[config.mk]
export PLATFORM = sky130hd
export DESIGN_NAME = safety_island_ecc_scrubber
export DESIGN_NICKNAME = d
export VERILOG_FILES = /design/src/rtl/safety_island_pkg.sv /design/src/rtl/safety_island_sat_counter.sv /design/src/rtl/safety_island_ecc_scrubber.sv
export SDC_FILE = /design/constraint.sdc
export NUM_CORES = 1
export LEC_CHECK = 0
export ABC_CLOCK_PERIOD_IN_PS = 3200
export CAP_MARGIN = 25
export CORE_UTILIZATION = 30
export DETAILED_ROUTE_END_ITERATION = 16
export RECOVER_POWER = 25
export SLEW_MARGIN = 30
export SYNTH_ARGS = -nofsm -noshare
export SYNTH_HDL_FRONTEND = slang
export SYNTH_SLANG_ARGS = --single-unit
[constraint.sdc]
create_clock -name clk_i -period 3.2 [get_ports clk_i]
set_clock_uncertainty 0.05 [all_clocks]
set_input_delay 0.64 -clock clk_i [delete_from_list [all_inputs] [get_ports clk_i]]
set_output_delay 0.64 -clock clk_i [all_outputs]
set_load 0.05 [all_outputs]
[src/rtl/safety_island_pkg.sv]
// Shared types and constants for the safety island ECC scrubbing logic.
//   scrub_state_e             : scrubber FSM encoding
//   SafetyIslandDefaultConfig : bank geometry the scrubber derives its widths from
//   ScrubDefaultInterval      : reset value of the ECC manager's interval register
//   scrub_addr_width()        : word-address width for a bank of a given size
package safety_island_pkg;

  // Bank geometry; BankNumBytes must be a power of two.
  typedef struct packed {
    logic [31:0] BankNumBytes;
    logic [31:0] DataWidth;
  } safety_island_cfg_t;

  localparam safety_island_cfg_t SafetyIslandDefaultConfig = '{
    BankNumBytes: 32'h0001_0000,
    DataWidth:    32'd32
  };

  localparam logic [31:0] ScrubDefaultInterval = 32'd1024;

  localparam int unsigned ScrubCntWidth = 32;

  typedef enum logic [1:0] {
    ScrubIdle  = 2'd0,
    ScrubRead  = 2'd1,
    ScrubCheck = 2'd2,
    ScrubWrite = 2'd3
  } scrub_state_e;

  // Number of word-address bits needed to cover the bank.
  function automatic int unsigned scrub_addr_width(input int unsigned bank_bytes,
                                                   input int unsigned data_width);
    return $clog2(bank_bytes / (data_width / 32'd8));
  endfunction

endpackage

[src/rtl/safety_island_sat_counter.sv]
// Saturating up-counter with synchronous clear.
//   clk_i / rst_ni : clock, asynchronous active-low reset
//   clr_i          : clear to zero; wins over a same-cycle increment
//   inc_i          : increment by one unless already at all-ones
//   cnt_o          : registered count
module safety_island_sat_counter #(
  parameter int unsigned Width = 32
) (
  input  logic             clk_i,
  input  logic             rst_ni,
  input  logic             clr_i,
  input  logic             inc_i,
  output logic [Width-1:0] cnt_o
);

  logic [Width-1:0] cnt_q, cnt_d;

  // Next count: clear first, then saturating increment.
  always_comb begin
    cnt_d = cnt_q;
    if (clr_i) begin
      cnt_d = '0;
    end else if (inc_i && (cnt_q != '1)) begin
      cnt_d = cnt_q + Width'(1);
    end
  end

  always_ff @(posedge clk_i or negedge rst_ni) begin
    if (!rst_ni) begin
      cnt_q <= '0;
    end else begin
      cnt_q <= cnt_d;
    end
  end

  assign cnt_o = cnt_q;

endmodule

[src/rtl/safety_island_ecc_scrubber.sv]
// Background ECC scrubber for one safety-island SRAM bank. Walks the bank one
// word at a time, writes back corrected data on single-bit errors and counts
// corrected/uncorrectable errors. Core traffic always wins the bank port.
//   clk_i, rst_ni            : clock, asynchronous active-low reset
//   scrub_interval_i         : idle cycles between scrub reads (0 = disabled)
//   cnt_clear_i              : synchronous clear of both error counters
//   intc_req_i/we_i/addr_i   : core access to the bank this cycle
//   scrub_req_o/we_o         : scrubber bank request (combinational, yields to core)
//   scrub_addr_o             : current scrub word pointer
//   scrub_wdata_o            : corrected data to write back
//   bank_rdata_i             : corrected read data, one cycle after request
//   bank_single_err_i        : correctable error on the returned read
//   bank_multi_err_i         : uncorrectable error on the returned read
//   fix_cnt_o                : saturating corrected-error count
//   uncorrectable_cnt_o      : saturating uncorrectable-error count
//   uncorrectable_o          : one-cycle pulse per uncorrectable error
module safety_island_ecc_scrubber
  import safety_island_pkg::*;
#(
  parameter int unsigned   BankNumBytes = SafetyIslandDefaultConfig.BankNumBytes,
  parameter int unsigned   DataWidth    = SafetyIslandDefaultConfig.DataWidth,
  localparam int unsigned  AddrWidth    = scrub_addr_width(BankNumBytes, DataWidth)
) (
  input  logic                     clk_i,
  input  logic                     rst_ni,
  input  logic [31:0]              scrub_interval_i,
  input  logic                     cnt_clear_i,
  input  logic                     intc_req_i,
  input  logic                     intc_we_i,
  input  logic [AddrWidth-1:0]     intc_addr_i,
  output logic                     scrub_req_o,
  output logic                     scrub_we_o,
  output logic [AddrWidth-1:0]     scrub_addr_o,
  output logic [DataWidth-1:0]     scrub_wdata_o,
  input  logic [DataWidth-1:0]     bank_rdata_i,
  input  logic                     bank_single_err_i,
  input  logic                     bank_multi_err_i,
  output logic [ScrubCntWidth-1:0] fix_cnt_o,
  output logic [ScrubCntWidth-1:0] uncorrectable_cnt_o,
  output logic                     uncorrectable_o
);

  scrub_state_e         state_q, state_d;
  logic [AddrWidth-1:0] ptr_q, ptr_d;
  logic [31:0]          ival_q, ival_d;
  logic [DataWidth-1:0] wdata_q, wdata_d;
  logic                 unc_pulse_q, unc_pulse_d;
  logic                 fix_inc, unc_inc;
  logic                 core_wr_hit;

  // A core write to the word being scrubbed makes our corrected copy stale.
  assign core_wr_hit = intc_req_i && intc_we_i && (intc_addr_i == ptr_q);

  // Next-state and bank-request logic.
  always_comb begin
    state_d     = state_q;
    ptr_d       = ptr_q;
    ival_d      = ival_q;
    wdata_d     = wdata_q;
    unc_pulse_d = 1'b0;
    fix_inc     = 1'b0;
    unc_inc     = 1'b0;
    scrub_req_o = 1'b0;
    scrub_we_o  = 1'b0;

    unique case (state_q)
      ScrubIdle: begin
        if (scrub_interval_i == 32'd0) begin
          ival_d = 32'd0;
        end else if (ival_q >= (scrub_interval_i - 32'd1)) begin
          ival_d  = 32'd0;
          state_d = ScrubRead;
        end else begin
          ival_d = ival_q + 32'd1;
        end
      end

      ScrubRead: begin
        scrub_req_o = !intc_req_i;
        if (!intc_req_i) begin
          state_d = ScrubCheck;
        end
      end

      // Read response arrives this cycle; a multi-bit error masks a single.
      ScrubCheck: begin
        if (bank_multi_err_i) begin
          unc_inc     = 1'b1;
          unc_pulse_d = 1'b1;
          ptr_d       = ptr_q + AddrWidth'(1);
          state_d     = ScrubIdle;
        end else if (bank_single_err_i) begin
          fix_inc = 1'b1;
          wdata_d = bank_rdata_i;
          if (core_wr_hit) begin
            ptr_d   = ptr_q + AddrWidth'(1);
            state_d = ScrubIdle;
          end else begin
            state_d = ScrubWrite;
          end
        end else begin
          ptr_d   = ptr_q + AddrWidth'(1);
          state_d = ScrubIdle;
        end
      end

      ScrubWrite: begin
        scrub_req_o = !intc_req_i;
        scrub_we_o  = !intc_req_i;
        if (core_wr_hit || !intc_req_i) begin
          ptr_d   = ptr_q + AddrWidth'(1);
          state_d = ScrubIdle;
        end
      end

      default: begin
        state_d = ScrubIdle;
      end
    endcase
  end

  always_ff @(posedge clk_i or negedge rst_ni) begin
    if (!rst_ni) begin
      state_q     <= ScrubIdle;
      ptr_q       <= '0;
      ival_q      <= 32'd0;
      wdata_q     <= '0;
      unc_pulse_q <= 1'b0;
    end else begin
      state_q     <= state_d;
      ptr_q       <= ptr_d;
      ival_q      <= ival_d;
      wdata_q     <= wdata_d;
      unc_pulse_q <= unc_pulse_d;
    end
  end

  assign scrub_addr_o    = ptr_q;
  assign scrub_wdata_o   = wdata_q;
  assign uncorrectable_o = unc_pulse_q;

  safety_island_sat_counter #(
    .Width (ScrubCntWidth)
  ) u_fix_cnt (
    .clk_i  (clk_i),
    .rst_ni (rst_ni),
    .clr_i  (cnt_clear_i),
    .inc_i  (fix_inc),
    .cnt_o  (fix_cnt_o)
  );

  safety_island_sat_counter #(
    .Width (ScrubCntWidth)
  ) u_unc_cnt (
    .clk_i  (clk_i),
    .rst_ni (rst_ni),
    .clr_i  (cnt_clear_i),
    .inc_i  (unc_inc),
    .cnt_o  (uncorrectable_cnt_o)
  );

endmodule

==> results of run 1 <==
==> placed cells by master (no fill, tap or decap), types with 13 or more instances in the layout <==
master           count
clkdlybuf4s50_1    176
nand2_1            173
dfrtp_1            145
buf_4              106
nor2_1              83
xnor2_1             61
nand3_1             55
xor2_1              43
ha_1                38
nand4_1             37
and3_1              27
inv_1               24
a21oi_1             23
nor3_1              22
clkbuf_16           19
o21ai_0             17
or3_1               16
a31oi_1             13
buf_6               13
==> power by group <==
part	switching [mW]	internal, mW	leakage, nW	total, mW
logic	1.79	1.19	3.10	2.98
registers	0.266	2.11	1.96	2.37
clock network	0.828	1.34	0.308	2.17
total	2.88	4.64	5.37	7.52
==> registers in the layout, summed over array words and instances (netlist names) <==
name	count
u_unc_cnt.cnt_o	32
u_fix_cnt.cnt_o	32
state_q	2
scrub_wdata_o	32
scrub_addr_o	14
uncorrectable_o	1
ival_q	32
==> worst max path at each step <==
stage / from / to / cells past startpoint
2_1_floorplan: scrub_interval_i[11] / ival_q[23] / 15
3_3_place_gp: scrub_interval_i[11] / ival_q[15] / 15
3_5_place_dp: scrub_interval_i[11] / ival_q[12] / 16
4_1_cts: scrub_interval_i[10] / state_q[0] / 17
5_1_grt: scrub_interval_i[3] / state_q[0] / 17
6_report: scrub_interval_i[3] / state_q[0] / 17
==> critical path: stages <==
cell	delay [ns]
clkbuf_2	0.11
nor3_4	0.19
nand4_1	0.18
or3_4	0.46
nor4_4	0.16
buf_4	0.16
nand2_1	0.06
xor2_1	0.14
ha_1	0.32
a21oi_2	0.13
o21ai_1	0.09
a211o_1	0.25
a311o_1	0.34
a21oi_4	0.25
buf_6	0.18
a211oi_4	0.04
mux2_4	0.30
==> timing repair <==
| action | in CTS | in global routing |
|---|---|---|
| pin swaps | 32 | 44 |
| gates resized for setup | 66 | 55 |
| setup endpoints to repair | 33 | 33 |
| gates cloned | 0 | 3 |
| setup buffers | 21 | 3 |
==> cells by family after synthesis <==
family                     after synthesis
and+or+nand+nor                        490
DFF                                    145
AOI/OAI and AO/OA                      107
xor gates and xnor gates               106
buffers and inverters                   57
adders and majority gates               38
muxes                                   11
==> area by class of cell <==
| class | instances | area [µm²] | share of cell area, % |
|---|---|---|---|
| Timing Repair Buffer | 316 | 2900 | 22.9 |
| Tap cell | 378 | 473 | 3.74 |
| Multi-Input combinational cell | 752 | 4900 | 38.8 |
| Sequential cell | 145 | 3630 | 28.7 |
| Clock inverter | 14 | 201 | 1.59 |
| Inverter | 25 | 93.8 | 0.743 |
| Clock buffer | 18 | 439 | 3.48 |
==> stage by stage <==
stage	setup slack (ns)	instances	hold slack (ns)	utilization [%]
finish	-0.579	1648	0.424	45.6
global route	-0.727	1648	0.448	45.6
CTS	-0.664	1642	0.168	44.8
detailed placement	-1.32	1589	0.412	41.7
global placement	-1.27	1589	0.408	41.7
floorplan	-0.677	954	0.294	-
==> metal layers <==
layer	GRT usage, %	part of all wire [%]	up-vias
met1	22.8	46	3848
met2	27.7	48	179
met4	4.70	1.4	0
met3	3.45	4.2	20
li1	-	-	3959
met5	0	0	-
==> impl_metrics.ini, run 1 <==
[floorplanning]
num_rows = 61
die_h_um = 170
start_util_pct = 30.5
die_area_mm2 = 0.0288
fp.coreArea_mm2 = 0.0277
pin_count = 198
die_x_um = 170

[yosys]
syn_avg_cell_area_um2 = 8.84
synth_area_leaders = dfrtp_1, nand2_1, xnor2_1, ha_1, xor2_1
synth_compound_area_share_pct = 8.08
ys_types = 57
synthFlopType = dfrtp_1
yosys.area_share.simple_pct = 28.4
synthAdderAreaFrac_pct = 5.63
synth_edf_count = 0
synth_top_family_by_area = simple AND/OR/NAND/NOR gates
yosysTopAreaCellShare_pct = 43.0
synth_area_mm2 = 0.00844
synth_common_cells = nand2_1, dfrtp_1, nor2_1
ys_seq_elements = 145
ys_seq_area_share_pct = 43.0
synth_top_area_cell = dfrtp_1
ys_async_sr_fraction_pct = 100
yosys-mux-area-fraction_pct = 1.33
synthXorXnorAreaFrac_pct = 11.0
synthCells = 954
yosysMostFrequentCell = nand2_1
syn_nets = 1077
yosys_warnings = 0

[setup_path]
reg2regPathDepth = 10
crit_required_ns = 3.44
startpoint_type = input pin
rrSetupSlack_ns = 0.36
path_max_fanout = 5
critPathArrivalTime_ns = 4.02
r2r_start = ival_q[0]
r2r_end = state_q[0]
endpoint_kind = flop
path_class = input pin to flop

[drt]
remaining_drc_errors = 0
via_count = 8006
drt_iter0_drc = 366
postRouteAntennaNets = 0
route.detailed.wl_per_inst_um = 14.8
routed_via_density = 4.86
finalWirelength_mm = 24.4
firstDrtPassIters = 4

[grt]
first_global_vias = 7680
grt_pass1_wl_mm = 39.3
gr-usage-all-layers_pct = 17.0
grt_max_degree = 67
grt-ovfl-total = 0
antenna_found_initial = 0

[cts]
cts_hold_buf = 0
insertion_delay_ns = 0.42
numCtsBuffers = 17
cts.clk_slew.worst_paths_ns = 0.07
clock_sinks = 145
cts_tree = done
cts_root_buf = clkbuf_16
clock_path_buffers = 2
htree_levels = 4

[finish]
fillers = 2666
area_delta_synth_final_pct = 49.7
num_antenna_cells = 0
drive_gt1_share_pct = 17.2
nNetsFinal = 1380
final_area_mm2 = 0.0126

[timing]
hold_viol = 0
rsz0062_at_grt = yes
fmax_mhz = 265
slew_violations = 64
fin_crit_ns = 3.78
tns_ns = -16.90
finalCritPeriodShare_pct = 118
setup_viol = 33
setup_ws_ns = -0.579
worst_slew_pin_slew_ns = 1.59
max_slew_margin_pct = -6.33

[placement]
hpwl_mm = 17.6
gp_congestion = 0.830
io_buffers = 197
placed_area_mm2 = 0.0115

[pwr]
power_mw = 7.52
ir_drop_v = 0.000735
leakagePower_nw = 5.37
p_per_area_mw_per_mm2 = 595

[min_path]
min_path_cells = 2
whs_endpoint = scrub_wdata_o[15]
min_from = scrub_wdata_o[15]
hp-class = flop to flop

[run_status]
violations = max-capacitance violations, max-slew violations, negative setup slack
status = complete, but fails checks

[flow_run]
cap_violations = 1
Note: power is estimated with default switching activity, not from simulation.
==> inputs of run 2 (changes only) <==
Settings changed: CORE_ASPECT_RATIO set to 0.5, SLEW_MARGIN 30 to 20, SYNTH_HIERARCHICAL set to 1.
==> run 2 against run 1 <==
Net effect: the run still ends with max-capacitance violations, max-slew violations, negative setup slack left; worst setup slack got worse by 0.21 ns; sequential share of layout area fell by 0.88 points; worst hold slack improved by 0.031 ns; via count rose by 1.8%.
==> impl_metrics.ini, run 2 <==
[setup_path]
endpoint_kind = flop
path_cells = buf_6 > or4_4 > nor2_4 > nand4b_1 > buf_4 > nor2_4 > buf_4 > buf_4 > nand2_1 > xor2_1 > ha_1 > nand4_1 > or4_4 > a21oi_2 > o31a_1 > nor3_4 > buf_6 > buf_12 > buf_16 > a21oi_2 > a31oi_1
cpPeakStageDelay_ns = 0.55
crit_top_cell = buf_4
crit_required_ns = 3.44
startpoint_type = input pin
slowest_stage = or4_4
crit_start = scrub_interval_i[17]
critPathArrivalTime_ns = 4.23
path_max_fanout = 6
r2r_start = ival_q[0]
path_class = input pin to flop

[grt]
grt_max_degree = 81
grt-ovfl-total = 0
first_global_vias = 8313
gr-usage-all-layers_pct = 18.1
antenna_found_initial = 0
top_usage_layer = met2
met2_usage_pct = 31.9
grt_pass1_wl_mm = 43.3
groute.layer.met1.usage_pct = 22.1
grtUsageMet3_pct = 3.39

[finish]
mostFrequentLayoutCell = clkdlybuf4s50_1
drive_gt1_share_pct = 23.3
area_delta_synth_final_pct = 48.3
nNetsFinal = 1327
final_area_mm2 = 0.0130
final_cell_mix = clkdlybuf4s50_1, dfrtp_1, buf_4
num_antenna_cells = 0

[timing]
setup_viol = 33
worst_slew_pin_slew_ns = 1.78
tns_ns = -23.46
slew_violations = 69
setup_ws_ns = -0.792
hold_viol = 0
max_slew_margin_pct = -18.6
rsz0062_at_grt = yes
finalCritPeriodShare_pct = 125
fin_crit_ns = 3.99
fmax_mhz = 250

[yosys]
ys_async_sr_fraction_pct = 100
ys_seq_elements = 145
synth_edf_count = 0
syn_nets = 1038
ys_types = 56
synth_area_leaders = dfrtp_1, xnor2_1, mux2_2, ha_1, nor2_1
synth_top_family_by_area = simple AND/OR/NAND/NOR gates
synth_compound_area_share_pct = 11.3
yosysTopAreaCellShare_pct = 41.3
syn_avg_cell_area_um2 = 9.61
synthAdderAreaFrac_pct = 5.41
yosys_warnings = 6
yosys-mux-area-fraction_pct = 6.82
yosysMostFrequentCell = dfrtp_1
synthFlopType = dfrtp_1
synth_area_mm2 = 0.00879
synth_common_cells = dfrtp_1, nor2_1, nand2_1
ys_seq_area_share_pct = 41.3
synthCells = 915
yosys.area_share.simple_pct = 24.0
synth_top_area_cell = dfrtp_1
synthXorXnorAreaFrac_pct = 8.27

[cts]
clock_sinks = 145
htree_levels = 4
cts_tree = done
cts_root_buf = clkbuf_16
numCtsBuffers = 17
cts.clk_slew.worst_paths_ns = 0.06
insertion_delay_ns = 0.44
clock_path_buffers = 2

[drt]
drt_iter0_drc = 421
routed_via_density = 5.10
firstDrtPassIters = 5
route.detailed.wl_per_inst_um = 16.6
remaining_drc_errors = 0
postRouteAntennaNets = 0
via_count = 8154
finalWirelength_mm = 26.6

[pwr]
leakagePower_nw = 5.32
p_per_area_mw_per_mm2 = 615
power_mw = 8.02
ir_drop_v = 0.000415

[floorplanning]
die_h_um = 123
num_rows = 43
pin_count = 198
start_util_pct = 31.1
die_x_um = 244
die_area_mm2 = 0.0300
fp.coreArea_mm2 = 0.0282

[placement]
pre_cts_ws_ns = -1.70
placed_area_mm2 = 0.0118
io_buffers = 197
gp_congestion = 0.877
hpwl_mm = 18.6

[run_status]
violations = max-capacitance violations, max-slew violations, negative setup slack
status = complete, but fails checks

[flow_run]
cap_violations = 1

[min_path]
min_from = scrub_wdata_o[25]
hp-class = flop to flop
run 2: cell types whose count changed in the layout (fill, tap and decap cells not counted), sizes merged, moves of 10 or more:
cell,before,now
nand2,175,71
mux2,2,46
a21oi,25,58
xor2,44,18
nor4,9,27
buf,125,110
nand4,37,26
nor2,89,78
nor2b,3,13
or3,20,10
run 2: timing repair:
item | CTS | global route
hold buffers | 0 | 0
cloned | 6 | 0
endpoints found under the setup margin | 33 | 33
buffers inserted | 10 | 3
resized for setup | 108 | 17
pin swaps | 38 | 29
run 2: layout make-up:
type                            count  area [µm²]
Clock buffer                       20         457
Clock inverter                     12         178
Fill cell                        2601       15200
Inverter                           27         101
Multi-Input combinational cell    712        5290
Sequential cell                   145        3630
Tap cell                          382         478
Timing Repair Buffer              301        2900
run 2: final timing paths:
check | end | cells past startpoint | slack (ns)
worst max register to register | ival_q[11] | 13 | 0.33
worst min-delay path | scrub_wdata_o[25] | 1 | 0.45
worst min register to register | scrub_wdata_o[25] | 1 | 0.45
worst max-delay path | ival_q[4] | 21 | -0.79
min in group asynchronous | scrub_addr_o[5] | 1 | 0.62
max in group asynchronous | u_fix_cnt/cnt_o[10] | 2 | 0.76
run 2: power by group:
group / internal, mW / switching (mW)
Clock: 1.35 / 0.839
Sequential: 2.14 / 0.285
Combinational: 1.47 / 1.94
Total: 4.96 / 3.06
run 2: through the flow:
stage	util, %	hold WS (ns)	std cells
finish	46.1	0.455	1599
detailed placement	41.8	0.445	1549
global route	46.1	0.483	1599
floorplan	-	0.294	915
global placement	41.8	0.440	1549
CTS	45.9	0.172	1597
run 2: worst max-delay path, delay by kind of cell:
family | cells | cell delay (ns)
AO/OA/AOI/OAI | 4 | 0.46
adder cells (fa/ha/maj) | 1 | 0.30
XOR/XNOR | 1 | 0.15
buffers and inverters | 7 | 0.91
AND/OR/NAND/NOR | 8 | 1.75
run 2: logic make-up (layout without fill, tap and decap cells):
| kind of cell | count (synthesis) | after routing |
|---|---|---|
| buffers and inverters | 58 | 360 |
| DFF | 145 | 145 |
| AOI/OAI and AO/OA | 154 | 154 |
| muxes | 53 | 53 |
| adders and majority gates | 38 | 38 |
| xor gates and xnor gates | 83 | 83 |
| and+or+nand+nor | 384 | 384 |
run 2: metal layers:
layer	share of wire, %	up-vias
met4	2.3	0
met1	43	4045
li1	-	3909
met5	0	-
met2	52	151
met3	3.1	49
